## src/rtl/mem_pkg.sv

```systemverilog
// Shared definitions for the arbitrated memory port client.
// State encoding, core tags and memory address field positions.
package mem_pkg;

  typedef enum logic [2:0] {
    S_IDLE,
    S_RD_ISSUE,
    S_RD_WAIT,
    S_RD_CHECK,
    S_WR_ISSUE,
    S_VF_ISSUE,
    S_VF_WAIT,
    S_VF_CHECK
  } state_e;

  localparam logic [1:0] CORE_A = 2'd0;
  localparam logic [1:0] CORE_B = 2'd1;
  localparam logic [1:0] CORE_C = 2'd2;
  localparam logic [1:0] CORE_D = 2'd3;

  localparam int ADDR_VLD = 16;
  localparam int RD_LAT   = 2;
  localparam int AW       = 15;
  localparam int DW       = 16;

  // Saturating increment for the 8-bit retry counter.
  function automatic logic [7:0] sat_inc(input logic [7:0] v);
    return (v == 8'hFF) ? v : v + 8'd1;
  endfunction

endpackage

```

## src/rtl/mem_port_client.sv

```systemverilog
// Per-core requester for the shared memory's arbitrated read/write ports.
// Serialises loads/stores, detects dropped accesses, retries to a budget.
module mem_port_client
  import mem_pkg::*;
#(
  parameter logic [1:0] CORE_ID     = CORE_A,
  parameter logic [7:0] MAX_RETRIES = 8'd255
) (
  input  logic          clk,
  input  logic          reset,
  input  logic          req_valid,
  input  logic          req_write,
  input  logic [15:1]   req_addr,
  input  logic [DW-1:0] req_wdata,
  output logic          req_ready,
  output logic          resp_valid,
  output logic [DW-1:0] resp_rdata,
  output logic          resp_err,
  output logic [16:1]   raddr4,
  input  logic [17:0]   rdata4,
  output logic [16:1]   waddr,
  output logic [DW-1:0] wdata
);

  state_e        state_q, state_d;
  logic [15:1]   addr_q, addr_d;
  logic [DW-1:0] data_q, data_d;
  logic [7:0]    cnt_q, cnt_d;

  logic tag_ok;
  logic data_ok;
  logic at_limit;

  assign tag_ok   = (rdata4[17:16] == CORE_ID);
  assign data_ok  = (rdata4[DW-1:0] == data_q);
  assign at_limit = (cnt_q >= MAX_RETRIES);

  always_ff @(posedge clk) begin
    if (reset) begin
      state_q <= S_IDLE;
      addr_q  <= '0;
      data_q  <= '0;
      cnt_q   <= '0;
    end else begin
      state_q <= state_d;
      addr_q  <= addr_d;
      data_q  <= data_d;
      cnt_q   <= cnt_d;
    end
  end

  always_comb begin
    state_d    = state_q;
    addr_d     = addr_q;
    data_d     = data_q;
    cnt_d      = cnt_q;
    resp_valid = 1'b0;
    resp_rdata = '0;
    resp_err   = 1'b0;
    unique case (state_q)
      S_IDLE: begin
        if (req_valid) begin
          addr_d  = req_addr;
          data_d  = req_wdata;
          cnt_d   = '0;
          state_d = req_write ? S_WR_ISSUE : S_RD_ISSUE;
        end
      end
      S_RD_ISSUE: state_d = S_RD_WAIT;
      S_RD_WAIT:  state_d = S_RD_CHECK;
      S_RD_CHECK: begin
        unique case (1'b1)
          tag_ok: begin
            resp_valid = 1'b1;
            resp_rdata = rdata4[DW-1:0];
            state_d    = S_IDLE;
          end
          at_limit: begin
            resp_valid = 1'b1;
            resp_err   = 1'b1;
            state_d    = S_IDLE;
          end
          default: begin
            cnt_d   = sat_inc(cnt_q);
            state_d = S_RD_ISSUE;
          end
        endcase
      end
      S_WR_ISSUE: state_d = S_VF_ISSUE;
      S_VF_ISSUE: state_d = S_VF_WAIT;
      S_VF_WAIT:  state_d = S_VF_CHECK;
      S_VF_CHECK: begin
        unique case (1'b1)
          (tag_ok && data_ok): begin
            resp_valid = 1'b1;
            state_d    = S_IDLE;
          end
          at_limit: begin
            resp_valid = 1'b1;
            resp_err   = 1'b1;
            state_d    = S_IDLE;
          end
          default: begin
            // Lost read arbitration: re-read only; lost the write: rewrite.
            cnt_d   = sat_inc(cnt_q);
            state_d = tag_ok ? S_WR_ISSUE : S_VF_ISSUE;
          end
        endcase
      end
      default: state_d = S_IDLE;
    endcase
  end

  logic rd_en;
  logic wr_en;

  assign rd_en = (state_q == S_RD_ISSUE) || (state_q == S_VF_ISSUE);
  assign wr_en = (state_q == S_WR_ISSUE);

  assign req_ready = (state_q == S_IDLE);
  assign raddr4    = rd_en ? {1'b1, addr_q} : '0;
  assign waddr     = wr_en ? {1'b1, addr_q} : '0;
  assign wdata     = wr_en ? data_q : '0;

endmodule
```

## config.mk

```make
export PLATFORM = sky130hd
export DESIGN_NAME = mem_port_client
export DESIGN_NICKNAME = d
export VERILOG_FILES = /design/src/rtl/mem_pkg.sv /design/src/rtl/mem_port_client.sv
export SDC_FILE = /design/constraint.sdc
export NUM_CORES = 1
export LEC_CHECK = 0
export CAP_MARGIN = 20
export CORE_MARGIN = 10
export CORE_UTILIZATION = 40
export CTS_CLUSTER_DIAMETER = 50
export DETAILED_ROUTE_END_ITERATION = 8
export HOLD_SLACK_MARGIN = 0.02
export PLACE_DENSITY = 0.8
export SLEW_MARGIN = 25
export SYNTH_ARGS = -nofsm -noshare
export SYNTH_HDL_FRONTEND = slang
export SYNTH_SLANG_ARGS = --single-unit
```

## constraint.sdc

```tcl
create_clock -name clk -period 2.3 [get_ports clk]
set_input_delay 0.345 -clock clk [delete_from_list [all_inputs] [get_ports clk]]
set_output_delay 0.345 -clock clk [all_outputs]
set_load 0.02 [all_outputs]
```

==> results.yml, run 1 <==
synth:
  syn_area_mm2: 0.00237
  synth_top_cells_by_area: "dfxtp_1 (35%), and2_1 (17%), nand2_1 (10%), a21oi_1 (7.6%), xnor2_1 (5.9%)"
  ys_warn_count: 0
  async_flop_share: 0
  synth_edf_count: 0
  ys_seq_area_frac: 0.354
  synthXorXnorAreaFrac: 0.0627
  ys_types: 38
  syn-num-nets: 366
  avgSynthCellArea_um2: 7.61
  synthMuxAreaShare: 0
  synth_cells: 312
  synthDominantCellAreaShare: 0.354
  synth-simple-area-share: 0.377
  synthFlopType: "dfxtp_1"
  synth_compound_area_frac: 0.149
  synth_top_family_by_area: "simple AND/OR/NAND/NOR gates"
  yosys.area.top_type: "dfxtp_1"
  synth_fa_ha_area_frac: 0.00527
  yosys_register_bits: 42
clocking:
  path_clk_slew_ps: 80
  cts_tree: "built"
  clock-sinks: 42
  insertion_delay_ps: 290
  cts_root_buf: "clkbuf_8"
  clockBufferDepth: 2
  numCtsBuffers: 5
  htree_levels: 2
  cts_hold_buf: 0
detailed_routing:
  routed_wl_um: 8150
  final_antenna_net_count: 0
  drt_first_pass_iters: 5
  routed_via_density: 4.93
  wl_per_cell_um: 16.0
  num_vias: 2509
  drt_iter0_markers: 97
  drc: 0
worst_setup_path:
  arrival_ps: 1880
  cp-start-kind: "input pin"
  cp.required_ps: 1960
  worst-setup-path-type: "input pin to primary output"
  cp_max_fo: 2
  end_kind: "primary output"
  r2r_setup_slack_ps: 220
sta:
  worst_pin_slew_ps: 499
  fin_ws_ps: 78.9
  period_share: 0.966
  hold_viol_final: 0
  timing.hold.ws_ps: 462
  max_freq_mhz: 450
  slew_violations: 0
  skew_ps: 5.34
  rsz0062_at_grt: "true"
  maxSlewHeadroom: 0.668
  layout_min_cycle_time_ps: 2220
  setup_viol: 0
place:
  hpwl_um: 6180
  postPlaceCellArea_mm2: 0.00369
  io_buffers: 119
  gp_congestion: 0.855
  pre_cts_ws_ps: -473
pwr:
  totalPowerFinal_mw: 2.79
  clock_power_share: 0.207
  internal_power_mw: 1.74
  ir_drop_mv: 0.598
  switchingPower_mw: 1.05
  p_leak_nw: 2.00
  p_sw_frac: 0.377
  power_frac_seq: 0.350
  p_per_area_mw_per_mm2: 728
  p_comb_frac: 0.443
global_route:
  grt_overflow: 0
  track_usage: 0.160
  grt_pass1_vias: 2439
  grt_max_degree: 33
  antenna_found_initial: 0
  grt_pass1_wl_um: 12800
finish:
  multiInputGateArea_mm2: 0.00145
  final_layout_size_suffix_gt1_frac: 0.129
  nFillCells: 507
  final_nets: 487
  regArea_um2: 845
  syn_to_final_growth_pct: 61.4
  antenna_cells: 0
  stdcell_area_mm2: 0.00383
  fin_util: 0.655
floorplan:
  num_io_pins: 120
  start_util: 0.406
  die_y_um: 97.1
  die_area_mm2: 0.00942
  die_x_um: 97.1
  row_count: 28
  fp.coreArea_mm2: 0.00585
outcome:
  status: "completed"
run:
  drv_cap: 0
min_path:
  hold_path.class: "flop to flop"
## what timing repair did
item / in CTS / in global routing
setup buffers: 0 / 0
resized for setup: 26 / 73
cloned: 0 / 1
pin swaps: 0 / 3
setup endpoints to repair: 64 / 47
## state kept, by name, indices dropped and copies added, names as in the netlist
signal	count
addr_q	15
cnt_q	8
data_q	16
state_q	3
## worst paths after layout
check,from,to,depth (start not counted)
hold / removal,addr_q[8]$_SDFFE_PP0P_,addr_q[8]$_SDFFE_PP0P_,2
hold reg to reg,addr_q[8]$_SDFFE_PP0P_,addr_q[8]$_SDFFE_PP0P_,2
setup / recovery,rdata4[1],resp_valid,8
setup reg to reg,cnt_q[0]$_SDFFE_PP0P_,cnt_q[3]$_SDFFE_PP0P_,8
## area by class of cell
type / instances / area share
Clock inverter: 1 / 0.00783
Inverter: 2 / 0.00196
Timing Repair Buffer: 138 / 0.348
Tap cell: 75 / 0.0245
Multi-Input combinational cell: 244 / 0.378
Sequential cell: 42 / 0.220
Clock buffer: 7 / 0.0199
## logic make-up after synthesis
logic type	Yosys count
AND/OR/NAND/NOR	169
adder cells (fa/ha/maj)	1
flip-flops	42
AO/OA/AOI/OAI	57
XOR/XNOR	17
buffers and inverters	26
## worst max-delay path, cell delays in order
cell             delay [ps]
clkdlybuf4s50_1         490
xnor2_1                 140
nand4_1                 130
nor3_2                  210
buf_4                   150
a21boi_2                 70
nor3_2                  190
buf_4                   160
## synthesized netlist by cell type (2+ instances only)
library cell / instances
and2_1: 65
nand2_1: 65
dfxtp_1: 42
a21oi_1: 36
xnor2_1: 16
clkbuf_1: 15
nor2_1: 8
a32o_1: 6
nor3b_1: 6
o21ai_1: 6
and3_1: 5
nor3_1: 5
buf_4: 4
nand4_1: 3
buf_1: 2
buf_2: 2
inv_1: 2
nand3_1: 2
nor2b_1: 2
o21ai_0: 2
## per-layer routing
layer | up-vias | routed length (um) | global-route usage
li1 | 1271 | - | -
met1 | 1155 | 3710 | 0.194
met2 | 75 | 3880 | 0.270
met3 | 8 | 476 | 0.0469
met4 | 0 | 91 | 0.0409
met5 | - | 0 | 0
## power groups by stage
stage | clock network [mW] | logic, mW | registers [mW]
floorplan | 0 | 0.810 | 0.923
global placement | 0 | 1.22 | 0.978
detailed placement | 0 | 1.24 | 0.980
CTS | 0.586 | 1.24 | 0.965
global route | 0.622 | 1.36 | 1.00
finish | 0.578 | 1.24 | 0.978
## cell usage in the layout (no fill, tap or decap), types with 3 or more instances in the layout
cell | Yosys | layout
clkbuf_8 | 0 | 5
a21oi_1 | 36 | 36
buf_4 | 4 | 18
nor2_1 | 8 | 8
and2_1 | 65 | 65
dfxtp_1 | 42 | 41
clkdlybuf4s50_1 | 0 | 68
nand2_1 | 65 | 65
a32o_1 | 6 | 6
dlymetal6s2s_1 | 0 | 31
nand4_1 | 3 | 3
nor3b_1 | 6 | 5
clkbuf_2 | 0 | 16
xnor2_1 | 16 | 16
o21ai_1 | 6 | 6
nor3_2 | 1 | 3
and3_1 | 5 | 5
## stage by stage
| stage | cells | setup TNS (ps) |
|---|---|---|
| floorplan | 312 | 0 |
| global placement | 500 | -4140 |
| detailed placement | 500 | -4090 |
| CTS | 508 | -7.78 |
| global route | 509 | -33.1 |
| finish | 509 | 0 |
Note: power is estimated with default switching activity, not from simulation.
==> inputs of run 2 (changes only) <==
--- a/config.mk
+++ b/config.mk
@@ -5,13 +5,15 @@
 export SDC_FILE = /design/constraint.sdc
 export NUM_CORES = 1
 export LEC_CHECK = 0
-export CAP_MARGIN = 20
+export ABC_AREA = 1
+export CAP_MARGIN = 15
 export CORE_MARGIN = 10
-export CORE_UTILIZATION = 40
+export CORE_UTILIZATION = 41
 export CTS_CLUSTER_DIAMETER = 50
 export DETAILED_ROUTE_END_ITERATION = 8
+export GPL_ROUTABILITY_DRIVEN = 1
 export HOLD_SLACK_MARGIN = 0.02
-export PLACE_DENSITY = 0.8
+export PLACE_DENSITY = 0.82
 export SLEW_MARGIN = 25
 export SYNTH_ARGS = -nofsm -noshare
 export SYNTH_HDL_FRONTEND = slang
==> run 2 against run 1 <==
Setup slack improved by 59 ps. Power decreased by 18%. Count of clock-buffer cells in the layout stayed put. Global-route usage is essentially flat. First-iteration DRC count increased by 41%.
==> results.yml, run 2 <==
outcome:
  status: "completed"
detailed_routing:
  final_antenna_net_count: 0
  drc: 0
  drt_first_pass_iters: 6
  drt_iter0_markers: 137
  routed_via_density: 4.71
  num_vias: 2753
  routed_wl_um: 7830
  wl_per_cell_um: 13.4
clocking:
  cts_root_buf: "clkbuf_8"
  insertion_delay_ps: 290
  clockBufferDepth: 2
  clock-sinks: 42
  ctsResizeCount: 49
  numCtsBuffers: 5
  cts_setup_buffers: 0
  cts_hold_buf: 0
  htree_levels: 2
  path_clk_slew_ps: 70
  cts_tree: "built"
worst_setup_path:
  worst-setup-path-type: "flop to primary output"
  arrival_ps: 1820
  cp_max_fo: 4
  end_kind: "primary output"
  cp.required_ps: 1960
  cp-start-kind: "flop"
sta:
  max_freq_mhz: 463
  rsz0062_at_grt: "false"
  setup_viol: 0
  maxSlewHeadroom: 0.446
  slew_violations: 0
  hold_viol_final: 0
  layout_min_cycle_time_ps: 2160
  fin_ws_ps: 138
  skew_ps: 6.12
  worst_pin_slew_ps: 830
  period_share: 0.940
finish:
  final_cell_mix: "nor2_1 (73), clkdlybuf4s50_1 (70), inv_1 (64)"
  top_register: "data_q"
  nFillCells: 531
  regArea_um2: 841
  multiInputGateArea_mm2: 0.00120
  final_common_cell: "nor2_1"
  final_nets: 566
  syn_to_final_growth_pct: 54.9
  antenna_cells: 0
  final_layout_size_suffix_gt1_frac: 0.0762
  largest_reg_flops: 16
  stdcell_area_mm2: 0.00373
  largestRegisters: "data_q x16, addr_q x15, cnt_q x8"
synth:
  synth_cells: 389
  yosys.area.top_type: "dfxtp_1"
  ys_top_cells_by_count: "nor2_1 (73), inv_1 (64), nand2_1 (52)"
  ys_seq_area_frac: 0.349
  yosys.cell_count.top_type: "nor2_1"
  ys_warn_count: 0
  avgSynthCellArea_um2: 6.19
  synthDominantCellAreaShare: 0.349
  async_flop_share: 0
  synth_edf_count: 0
  syn_area_mm2: 0.00241
  ys_types: 28
  synth_top_cells_by_area: "dfxtp_1 (35%), nor2_1 (11%), inv_1 (10%), a21oi_1 (8.3%), o21ai_0 (8.1%)"
  synthFlopType: "dfxtp_1"
  syn-num-nets: 443
  yosys_register_bits: 42
floorplan:
  row_count: 27
  fp.coreArea_mm2: 0.00561
  die_x_um: 96.6
  die_area_mm2: 0.00934
  start_util: 0.429
  num_io_pins: 120
  die_y_um: 96.6
min_path:
  hold_path.class: "flop to flop"
global_route:
  grt_max_degree: 63
  grt_overflow: 0
  track_usage: 0.161
  antenna_found_initial: 0
  grt_pass1_vias: 2691
  grt_pass1_wl_um: 12900
place:
  hpwl_um: 6220
  postPlaceCellArea_mm2: 0.00371
  gp_congestion: 0.853
  io_buffers: 119
  pre_cts_ws_ps: -231
run:
  drv_cap: 0
pwr:
  ir_drop_mv: 0.414
  p_leak_nw: 1.79
  p_per_area_mw_per_mm2: 617
[run 2: per-stage QoR]
stage | cells | total power, mW | setup TNS (ps) | util | hold slack [ps]
2_1_floorplan | 389 | 1.56 | 0 | - | 424
5_1_grt | 584 | 2.49 | 0 | 0.665 | 508
6_report | 584 | 2.30 | 0 | 0.665 | 475
4_1_cts | 584 | 2.33 | 0 | 0.665 | 480
3_5_place_dp | 577 | 1.91 | -1600 | 0.662 | 469
3_3_place_gp | 577 | 1.88 | -1250 | 0.662 | 465
[run 2: path summary, 6_finish.rpt]
| kind | from | to | slack, ps | cells after the start |
|---|---|---|---|---|
| max | cnt_q[0]$_SDFFE_PP0P_ | resp_err | 140 | 8 |
| min | addr_q[7]$_SDFFE_PP0P_ | addr_q[7]$_SDFFE_PP0P_ | 470 | 2 |
| max reg2reg | state_q[0]$_SDFFE_PP0P_ | addr_q[13]$_SDFFE_PP0P_ | 510 | 8 |
| min reg2reg | addr_q[7]$_SDFFE_PP0P_ | addr_q[7]$_SDFFE_PP0P_ | 470 | 2 |
[run 2: power breakdown]
part / internal (mW) / switching, mW
Clock: 0.209 / 0.231
Combinational: 0.367 / 0.544
Sequential: 0.868 / 0.0834
Total: 1.44 / 0.858
[run 2: layer usage]
layer | share of wire | track usage | wire, um
met2 | 0.47 | 0.267 | 3670
met1 | 0.42 | 0.183 | 3300
met5 | 0 | 0 | 0
met3 | 0.10 | 0.0738 | 813
met4 | 0.0065 | 0.0372 | 51
[run 2: worst max-delay path: stages (launching register included)]
cell	delay [ps]
dfxtp_1	380
ha_2	230
nand3_2	90
nor2_2	120
nand4_1	160
clkinv_1	100
nand2_1	80
inv_1	60
dlygate4sd2_1	320
[run 2: kinds of logic (layout without fill, tap and decap cells)]
kind of cell,count (synthesis),in the layout,share of synthesized area
buffers and inverters,90,213,0.154
XOR/XNOR,3,3,0.0109
adder cells (fa/ha/maj),1,1,0.00519
AO/OA/AOI/OAI,83,83,0.176
flip-flops,42,42,0.349
AND/OR/NAND/NOR,170,170,0.304
[run 2: area by class of cell]
class                           instances  area share
Timing Repair Buffer                  137       0.338
Tap cell                               72      0.0242
Inverter                               69      0.0694
Sequential cell                        42       0.225
Multi-Input combinational cell        257       0.322
Clock buffer                            7      0.0205
==> inputs of run 3 (changes only) <==
--- a/config.mk
+++ b/config.mk
@@ -8,12 +8,13 @@
 export ABC_AREA = 1
 export CAP_MARGIN = 15
 export CORE_MARGIN = 10
-export CORE_UTILIZATION = 41
+export CORE_UTILIZATION = 42
+export CTS_BUF_LIST = sky130_fd_sc_hd__clkbuf_8
 export CTS_CLUSTER_DIAMETER = 50
 export DETAILED_ROUTE_END_ITERATION = 8
 export GPL_ROUTABILITY_DRIVEN = 1
 export HOLD_SLACK_MARGIN = 0.02
-export PLACE_DENSITY = 0.82
+export PLACE_DENSITY = 0.83
 export SLEW_MARGIN = 25
 export SYNTH_ARGS = -nofsm -noshare
 export SYNTH_HDL_FRONTEND = slang
==> run 3 against run 2 <==
Sequential power about the same. Global-route usage is 0.90 points higher. Final cell count up 0.17%. Clock power rose by 30%. Clock skew decreased by 2.5 ps. Non-clock buffer count unchanged. Critical path depth is the same. Critical path type unchanged. Power is 6.7% higher.
==> results.yml, run 3 (synthesized netlist as in run 2, its figures left out) <==
outcome:
  status: "completed"
sta:
  hold_viol_final: 0
  setup_viol: 0
  rsz0062_at_grt: "false"
  timing.hold.ws_ps: 481
  skew_ps: 3.58
  period_share: 0.933
  maxSlewHeadroom: 0.441
  worst_pin_slew_ps: 837
  slew_violations: 0
  max_freq_mhz: 466
  layout_min_cycle_time_ps: 2150
  fin_ws_ps: 154
detailed_routing:
  final_antenna_net_count: 0
  num_vias: 2871
  wl_per_cell_um: 14.0
  drc: 0
  routed_wl_um: 8170
  drt_iter0_markers: 118
  drt_first_pass_iters: 4
  routed_via_density: 4.91
finish:
  top_register: "data_q"
  antenna_cells: 0
  multiInputGateArea_mm2: 0.00120
  syn_to_final_growth_pct: 56.7
  nFillCells: 541
  final_layout_size_suffix_gt1_frac: 0.0819
  final_common_cell: "nor2_1"
  largest_reg_flops: 16
  stdcell_area_mm2: 0.00377
  largestRegisters: "data_q x16, addr_q x15, cnt_q x8"
  layout.cells.non_filler: 585
  final_nets: 566
  regArea_um2: 841
  final_cell_mix: "nor2_1 (73), clkdlybuf4s50_1 (70), inv_1 (64)"
worst_setup_path:
  r2r_start: "state_q[0]$_SDFFE_PP0P_"
  reg2reg_to: "addr_q[2]$_SDFFE_PP0P_"
  arrival_ps: 1800
  worst-setup-path-type: "flop to primary output"
  cp-start-kind: "flop"
  cp_max_fo: 4
  crit_start: "cnt_q[0]$_SDFFE_PP0P_"
  end_kind: "primary output"
  reg2regPathDepth: 8
  cp.required_ps: 1960
  r2r_setup_slack_ps: 500
clocking:
  htree_levels: 2
  cts_hold_buf: 0
  cts_tree: "built"
  path_clk_slew_ps: 80
  clock-sinks: 42
  clockBufferDepth: 2
  insertion_delay_ps: 290
  cts_root_buf: "clkbuf_8"
  numCtsBuffers: 5
min_path:
  hold_depth: 2
  hold_end: "addr_q[8]$_SDFFE_PP0P_"
  hold_path.class: "flop to flop"
  min_from: "addr_q[8]$_SDFFE_PP0P_"
global_route:
  track_usage: 0.170
  grt_overflow: 0
  grt_pass1_vias: 2674
  grt_max_degree: 63
  antenna_found_initial: 0
  grt_pass1_wl_um: 12600
run:
  drv_cap: 0
pwr:
  p_leak_nw: 1.82
  ir_drop_mv: 0.382
  p_per_area_mw_per_mm2: 651
place:
  hpwl_um: 6360
  gp_congestion: 0.822
  pre_cts_ws_ps: -224
  io_buffers: 119
  placedCellCount: 577
  postPlaceCellArea_mm2: 0.00372
floorplan:
  die_area_mm2: 0.00916
  row_count: 27
  fp.coreArea_mm2: 0.00554
  die_x_um: 95.7
  num_io_pins: 120
  start_util: 0.435
  die_y_um: 95.7
run 3: changes by cell type in the layout (fill, tap and decap cells not counted):
cell       delta
clkbuf_1      -2
clkinv_2      +2
buf_12        +1
bufinv_16     +1
buf_4         -1
run 3: stage by stage:
| stage | power [mW] | setup TNS (ps) | util |
|---|---|---|---|
| after floorplan | 1.56 | 0 | - |
| after global placement | 1.89 | -957 | 0.672 |
| after detailed placement | 1.93 | -1280 | 0.672 |
| after CTS | 2.47 | 0 | 0.681 |
| after global routing | 2.62 | 0 | 0.681 |
| final | 2.46 | 0 | 0.681 |
run 3: power breakdown:
group	switching [mW]	leakage, nW	internal (mW)
Sequential	0.0846	0.347	0.867
Clock	0.255	0.0579	0.320
Combinational	0.554	1.41	0.376
run 3: critical path: stages, from the launching register on:
cell             delay (ps)
dfxtp_1                 380
ha_2                    230
nand3_2                  90
nor2_2                  120
nand4_1                 160
clkinv_1                100
nand2_1                  80
inv_1                    60
clkdlybuf4s15_1         290
run 3: cell type report:
type / instances / share of cell area
timing repair buffer: 137 / 0.338
multi-input combinational: 257 / 0.318
sequential: 42 / 0.223
inverter: 69 / 0.0686
tap: 72 / 0.0239
clock buffer: 5 / 0.0182
clock inverter: 3 / 0.0106
run 3: what timing repair did:
item                       in CTS  in global routing
gates cloned                    0                  0
setup buffers                   0                  0
setup endpoints to repair      49                 18
gates resized for setup        50                  4
run 3: worst max-delay path by stage:
stage               slack, ps        endpoint  cells after the start
global route               10        resp_err                      8
CTS                        10      resp_valid                     10
finish                    150        resp_err                      8
global placement         -210      resp_valid                     12
detailed placement       -220      resp_valid                     10
floorplan                 520  resp_rdata[10]                      5
run 3: routing by layer:
metal	vias up	GRT usage	wire (um)
met2	106	0.297	3910
li1	1462	-	-
met5	-	0	0
met3	11	0.0514	799
met1	1292	0.195	3340
met4	0	0.0491	129
==> RTL change 1 (flow settings as in run 3) <==
`MAX_RETRIES`: 8'd255 -> 8'd127.
--- a/src/rtl/mem_port_client.sv
+++ b/src/rtl/mem_port_client.sv
@@ -6,3 +6,3 @@
   parameter logic [1:0] CORE_ID     = CORE_A,
-  parameter logic [7:0] MAX_RETRIES = 8'd255
+  parameter logic [7:0] MAX_RETRIES = 8'd127
 ) (
Check against the original RTL: same outputs for any inputs over 10 cycles, from zero or initial values and one cycle with reset high; that may be too few to reach the edited logic, so the function may still have changed.
==> RTL change 1 against run 3 <==
- final area up 3.4%
- power up 26%
- fmax down 4.3%
- worst setup slack lost 0.097 ns
- final cell count is 1.2% higher
- highest routed layer unchanged
- routed wire length rose by 2.1%
- largest power group is now combinational logic
- area after synthesis grew 0.16%
- sequential cell count is the same
==> RTL change 1: results (changes against run 3) <==
status=finished, final reports clean (unchanged); post-synthesis sequential area ratio=34.85% (was 34.91%); global-route wire length before repair=13.06 mm (was 12.56 mm); Post-synth ARST share=0% (unchanged); vias per cell=4.882 (was 4.908); unique cell type count in the Yosys netlist=30 (was 28); initial antenna violation count=0 (unchanged); root buf cell=clkbuf_8 (unchanged); vias in the first global route=2833 (was 2674); Placement Setup Slack=-0.2863 ns (was -0.2236 ns); max_slew headroom=52.54% (was 44.14%); Port Buffers=119 (unchanged); Worst Skew=0.01029 ns (was 0.003579 ns); Max FO, Critical Path=7 (was 4); max incr delay on CP=0.45 ns (was 0.38 ns); GRT met1 Usage=19.08% (was 19.46%); R2R cell count=11 (was 8); delay-heaviest family, CP=buffers and inverters (was simple AND/OR/NAND/NOR gates); Leak=1.994 nW (was 1.816 nW); post-synthesis area per instance=6.250 sq um (was 6.192 sq um); worst r2r dst=cnt_q[7] (was addr_q[2]); Max Clk Rate=445.7 MHz (was 465.9 MHz); DRT iter0 DRCs=75 (was 118); Worst-path clk slew=0.08 ns (about the same); share of post-route cells with drive strength above 1=12.69% (was 8.187%); drt pass-1 iters=4 (unchanged); H-tree lvl count=2 (unchanged); worst r2r src=cnt_q[0] (was state_q[0]); Nets=573 (was 566); largest net degree at the start of global routing=45 (was 63); Clk Latency, worst-skew pair=0.30 ns; WP data arrival=1.90 ns (was 1.80 ns); VDD IR max=0.4565 mV (was 0.3820 mV); placed instance count=582 (was 577); Post-DP Area=0.003801 sq mm (was 0.003725 sq mm); slowest stage cell, crit path=clkdlybuf4s50_1 (was dfxtp_1); Worst Hold Path EP=data_q[10] (was addr_q[8]); antenna cells=0 (unchanged); Worst Hold Class=flop to flop (unchanged); Num CTS Buffers=5 (unchanged); R2R setup slack=0.49 ns; post-DP HPWL=6.303 mm (was 6.362 mm); Area contributors post-synth=dfxtp_1, nor2_1, nand2_1, inv_1, a21oi_1 (was dfxtp_1, nor2_1, inv_1, a21oi_1, o21ai_0); GP Congestion=0.8580 (was 0.8222); Main synth FF type=dfxtp_1 (unchanged); Hold Crit Start=data_q[10] (was addr_q[8]); Yosys Warn Count=0 (unchanged); Post-synth top cells=nor2_1, nand2_1, inv_1 (was nor2_1, inv_1, nand2_1); Mapped Nets=440 (was 443); Final Non-Filler Cells=592 (was 585); met2 Use GR=30.98% (was 29.74%); biggest regs=data_q x16, addr_q x15, cnt_q x8 (unchanged); hold path depth=2 (unchanged); Longest Clk Path Bufs=2 (unchanged); Wirelength per Cell=14.09 um (was 13.97 um); Total Routing Usage GR=17.57% (was 16.97%); met3 track demand over resource=5.759% (was 5.136%)
## RTL change 1: cell families (layout without fill, tap and decap cells)
logic type	after synthesis	after routing	synth area share [%]
simple gates	179	179	32.83
compound gates	82	82	17.79
buf+inv	82	216	14.00
flops	42	42	34.85
fa+ha+maj	1	1	0.5186
## RTL change 1: report_power, final
part	switching [W]	internal [W]	leakage (nW)
combinational	0.000872	0.000575	1.59
sequential	0.000122	0.000935	0.347
clock	0.000264	0.000320	0.0579
total	0.00126	0.00183	1.99
## RTL change 1: worst max path at each step
stage,depth (start not counted),to,from
finish,6,resp_rdata[1],rdata4[17]
global route,6,raddr4[3],state_q[0]
CTS,10,resp_valid,cnt_q[0]
detailed placement,6,resp_rdata[1],rdata4[17]
global placement,6,resp_rdata[14],rdata4[17]
floorplan,5,resp_rdata[10],state_q[1]
## RTL change 1: layout make-up
class | count | area, sq um
Fill cell | 500 | 1637
Inverter | 62 | 240.2
Clock buffer | 5 | 68.82
Tap cell | 72 | 90.09
Multi-Input combinational cell | 262 | 1239
Timing Repair inverter | 1 | 7.507
Timing Repair Buffer | 145 | 1378
Clock inverter | 3 | 40.04
Sequential cell | 42 | 840.8
## RTL change 1: worst reg2reg max path, stage by stage, from the launching register on
cell	delay, ns
dfxtp_1	0.38
ha_1	0.24
nand4_2	0.14
nor2_2	0.12
nand2_2	0.08
nand2_2	0.09
nor2_2	0.05
nand2_2	0.08
nand3_4	0.09
buf_4	0.20
a21oi_1	0.16
nor2_1	0.08
## RTL change 1: repair_timing
item                                    CTS  global route
endpoints found under the setup margin   48            24
hold buffers                              0             0
buffers inserted                          0             1
cloned                                    0             1
resized for setup                        47            21
## RTL change 1: through the flow
step           util (%)   TNS [ns]  hold slack (ns)
6_report          70.46          0           0.4774
5_1_grt           70.46  -0.009584           0.4985
4_1_cts           69.58          0           0.4806
3_5_place_dp      68.61     -3.292           0.4683
3_3_place_gp      68.61     -2.604           0.4599
2_1_floorplan         -          0           0.4243
## RTL change 1: layer usage
metal | share of wire [%] | vias to the layer above
met5 | 0 | -
met4 | 2.0 | 0
met3 | 8.9 | 12
met2 | 49 | 113
met1 | 40 | 1289
li1 | - | 1476
==> RTL change 2 (config.mk and constraints of run 3) <==
Made on the original files. `addr_q` and `data_q` no longer have a reset.
--- a/src/rtl/mem_port_client.sv
+++ b/src/rtl/mem_port_client.sv
@@ -40,4 +40,2 @@
       state_q <= S_IDLE;
-      addr_q  <= '0;
-      data_q  <= '0;
       cnt_q   <= '0;
@@ -45,6 +43,9 @@
       state_q <= state_d;
-      addr_q  <= addr_d;
-      data_q  <= data_d;
       cnt_q   <= cnt_d;
     end
+  end
+
+  always_ff @(posedge clk) begin
+    addr_q <= addr_d;
+    data_q <= data_d;
   end
Function: no difference found for any inputs over 10 cycles, from zero or initial values and one cycle with reset high; that may be too few to reach the edited logic, so the function may still have changed.
==> RTL change 2 against run 3 <==
- sequential cell count is the same
- power up 12%
- non-clock buffer count is 3 higher
- worst setup slack gained 0.0047 ns
- routed wire length down 8.2%
- area after synthesis shrank 2.3%
- final area rose by 1.7%
- final cell count down 10%
- sequential share of layout area up 7.7 points
==> RTL change 2: results (changes against run 3) <==
status=finished, final reports clean (unchanged); worst r2r src=cnt_q[1] (was state_q[0]); Final Util=70.12% (was 68.13%); Post-Route WL=7.503 mm (was 8.172 mm); post-synthesis area per instance=7.491 sq um (was 6.192 sq um); unique cell type count in the Yosys netlist=26 (was 28); DRT iter0 DRCs=81 (was 118); placed instance count=516 (was 577); slowest stage cell, crit path=clkdlybuf4s50_1 (was dfxtp_1); largest net degree at the start of global routing=32 (was 63); fillcell total=466 (was 541); Leak=2.047 nW (was 1.816 nW); Post-synth top cells=nor2_1, inv_1, nand2_1 (unchanged); Internal=0.001712 W (was 0.001563 W); Nets=505 (was 566); Yosys Warn Count=0 (unchanged); worst r2r dst=cnt_q[3] (was addr_q[2]); Setup crit start=rdata4[8] (was cnt_q[0]); Mapped Nets=368 (was 443); Area contributors post-synth=edfxtp_1, nor2_1, inv_1, dfxtp_1, nand2_1 (was dfxtp_1, nor2_1, inv_1, a21oi_1, o21ai_0); VDD IR max=0.4897 mV (was 0.3820 mV); GP Congestion=0.8142 (was 0.8222); biggest regs=data_q x16, addr_q x15, cnt_q x8 (unchanged); Worst Hold Path EP=cnt_q[4] (was addr_q[8]); Worst-path clk slew=0.07 ns; detailed-route via count=2394 (was 2871); Maximum Capacitance Violations=0 (unchanged); delay-heaviest family, CP=buffers and inverters (was simple AND/OR/NAND/NOR gates); Hold Crit Start=cnt_q[4] (was addr_q[8]); post-DP HPWL=5.970 mm (was 6.362 mm); share of post-route cells with drive strength above 1=10.40% (was 8.187%); Placement Setup Slack=-0.2820 ns (was -0.2236 ns); Max FO, Critical Path=2 (was 4); R2R setup slack=0.52 ns (was 0.50 ns); measured slew at the worst slew-check pin=0.3201 ns (was 0.8367 ns); Worst Hold Slack=0.5167 ns (was 0.4808 ns); global-route wire length before repair=11.31 mm (was 12.56 mm); post-synthesis sequential area ratio=48.94% (was 34.91%); Port Buffers=119 (unchanged); vias per cell=4.569 (was 4.908); vias in the first global route=2304 (was 2674); Main synth FF type=edfxtp_1 (was dfxtp_1); worst setup margin=0.1584 ns (was 0.1537 ns); number of synthesized flops with an enable pin=31 (was 0); max incr delay on CP=0.49 ns (was 0.38 ns); Total Routing Usage GR=15.97% (was 16.97%); CP endpoint=resp_valid (was resp_err); R2R cell count=11 (was 8); Worst Skew=0.008727 ns (was 0.003579 ns)
## RTL change 2: cell count changes after synthesis, sizes merged, moves of 3 or more
cell    before  now
o21ai       40    6
dfxtp       42   11
nor2        76   79
nand2       54   60
clkbuf      15    5
a21oi       40   11
edfxtp       0   31
inv         67   62
## RTL change 2: layout make-up
type / count / share of cell area, %
Clock buffer: 6 / 2.152
Clock inverter: 2 / 0.2282
Inverter: 64 / 6.260
Multi-Input combinational cell: 198 / 24.26
Sequential cell: 42 / 30.00
Tap cell: 72 / 2.348
Timing Repair Buffer: 140 / 34.76
## RTL change 2: metal layers
metal / part of all wire, % / GRT usage [%]
met1: 41 / 17.78
met2: 51 / 28.72
met3: 7.4 / 4.996
met4: 0.81 / 4.239
met5: 0 / 0
## RTL change 2: tightest hold or removal path: stages (launching register included)
cell and delay (ns):
dfxtp_1 0.33, a21oi_2 0.10, nor2_1 0.05
## RTL change 2: cells by family (layout without fill, tap and decap cells)
| family | Yosys count | in the layout | synth area share (%) |
|---|---|---|---|
| fa+ha+maj | 1 | 1 | 0.5318 |
| simple gates | 174 | 174 | 31.60 |
| xor+xnor | 3 | 3 | 1.117 |
| compound gates | 20 | 20 | 5.000 |
| flops | 42 | 42 | 48.94 |
| buf+inv | 74 | 212 | 12.82 |
## RTL change 2: power groups by stage
stage          Sequential, W  Combinational [W]  Clock, W
2_1_floorplan        0.00107           0.000708         0
3_3_place_gp         0.00108            0.00122         0
3_5_place_dp         0.00109            0.00124         0
4_1_cts              0.00107            0.00119  0.000495
5_1_grt              0.00109            0.00130  0.000533
6_report             0.00108            0.00119  0.000481
## RTL change 2: what timing repair did
item,4_1_cts,5_1_grt
hold buffers,0,0
resized for setup,42,15
endpoints found under the setup margin,49,24
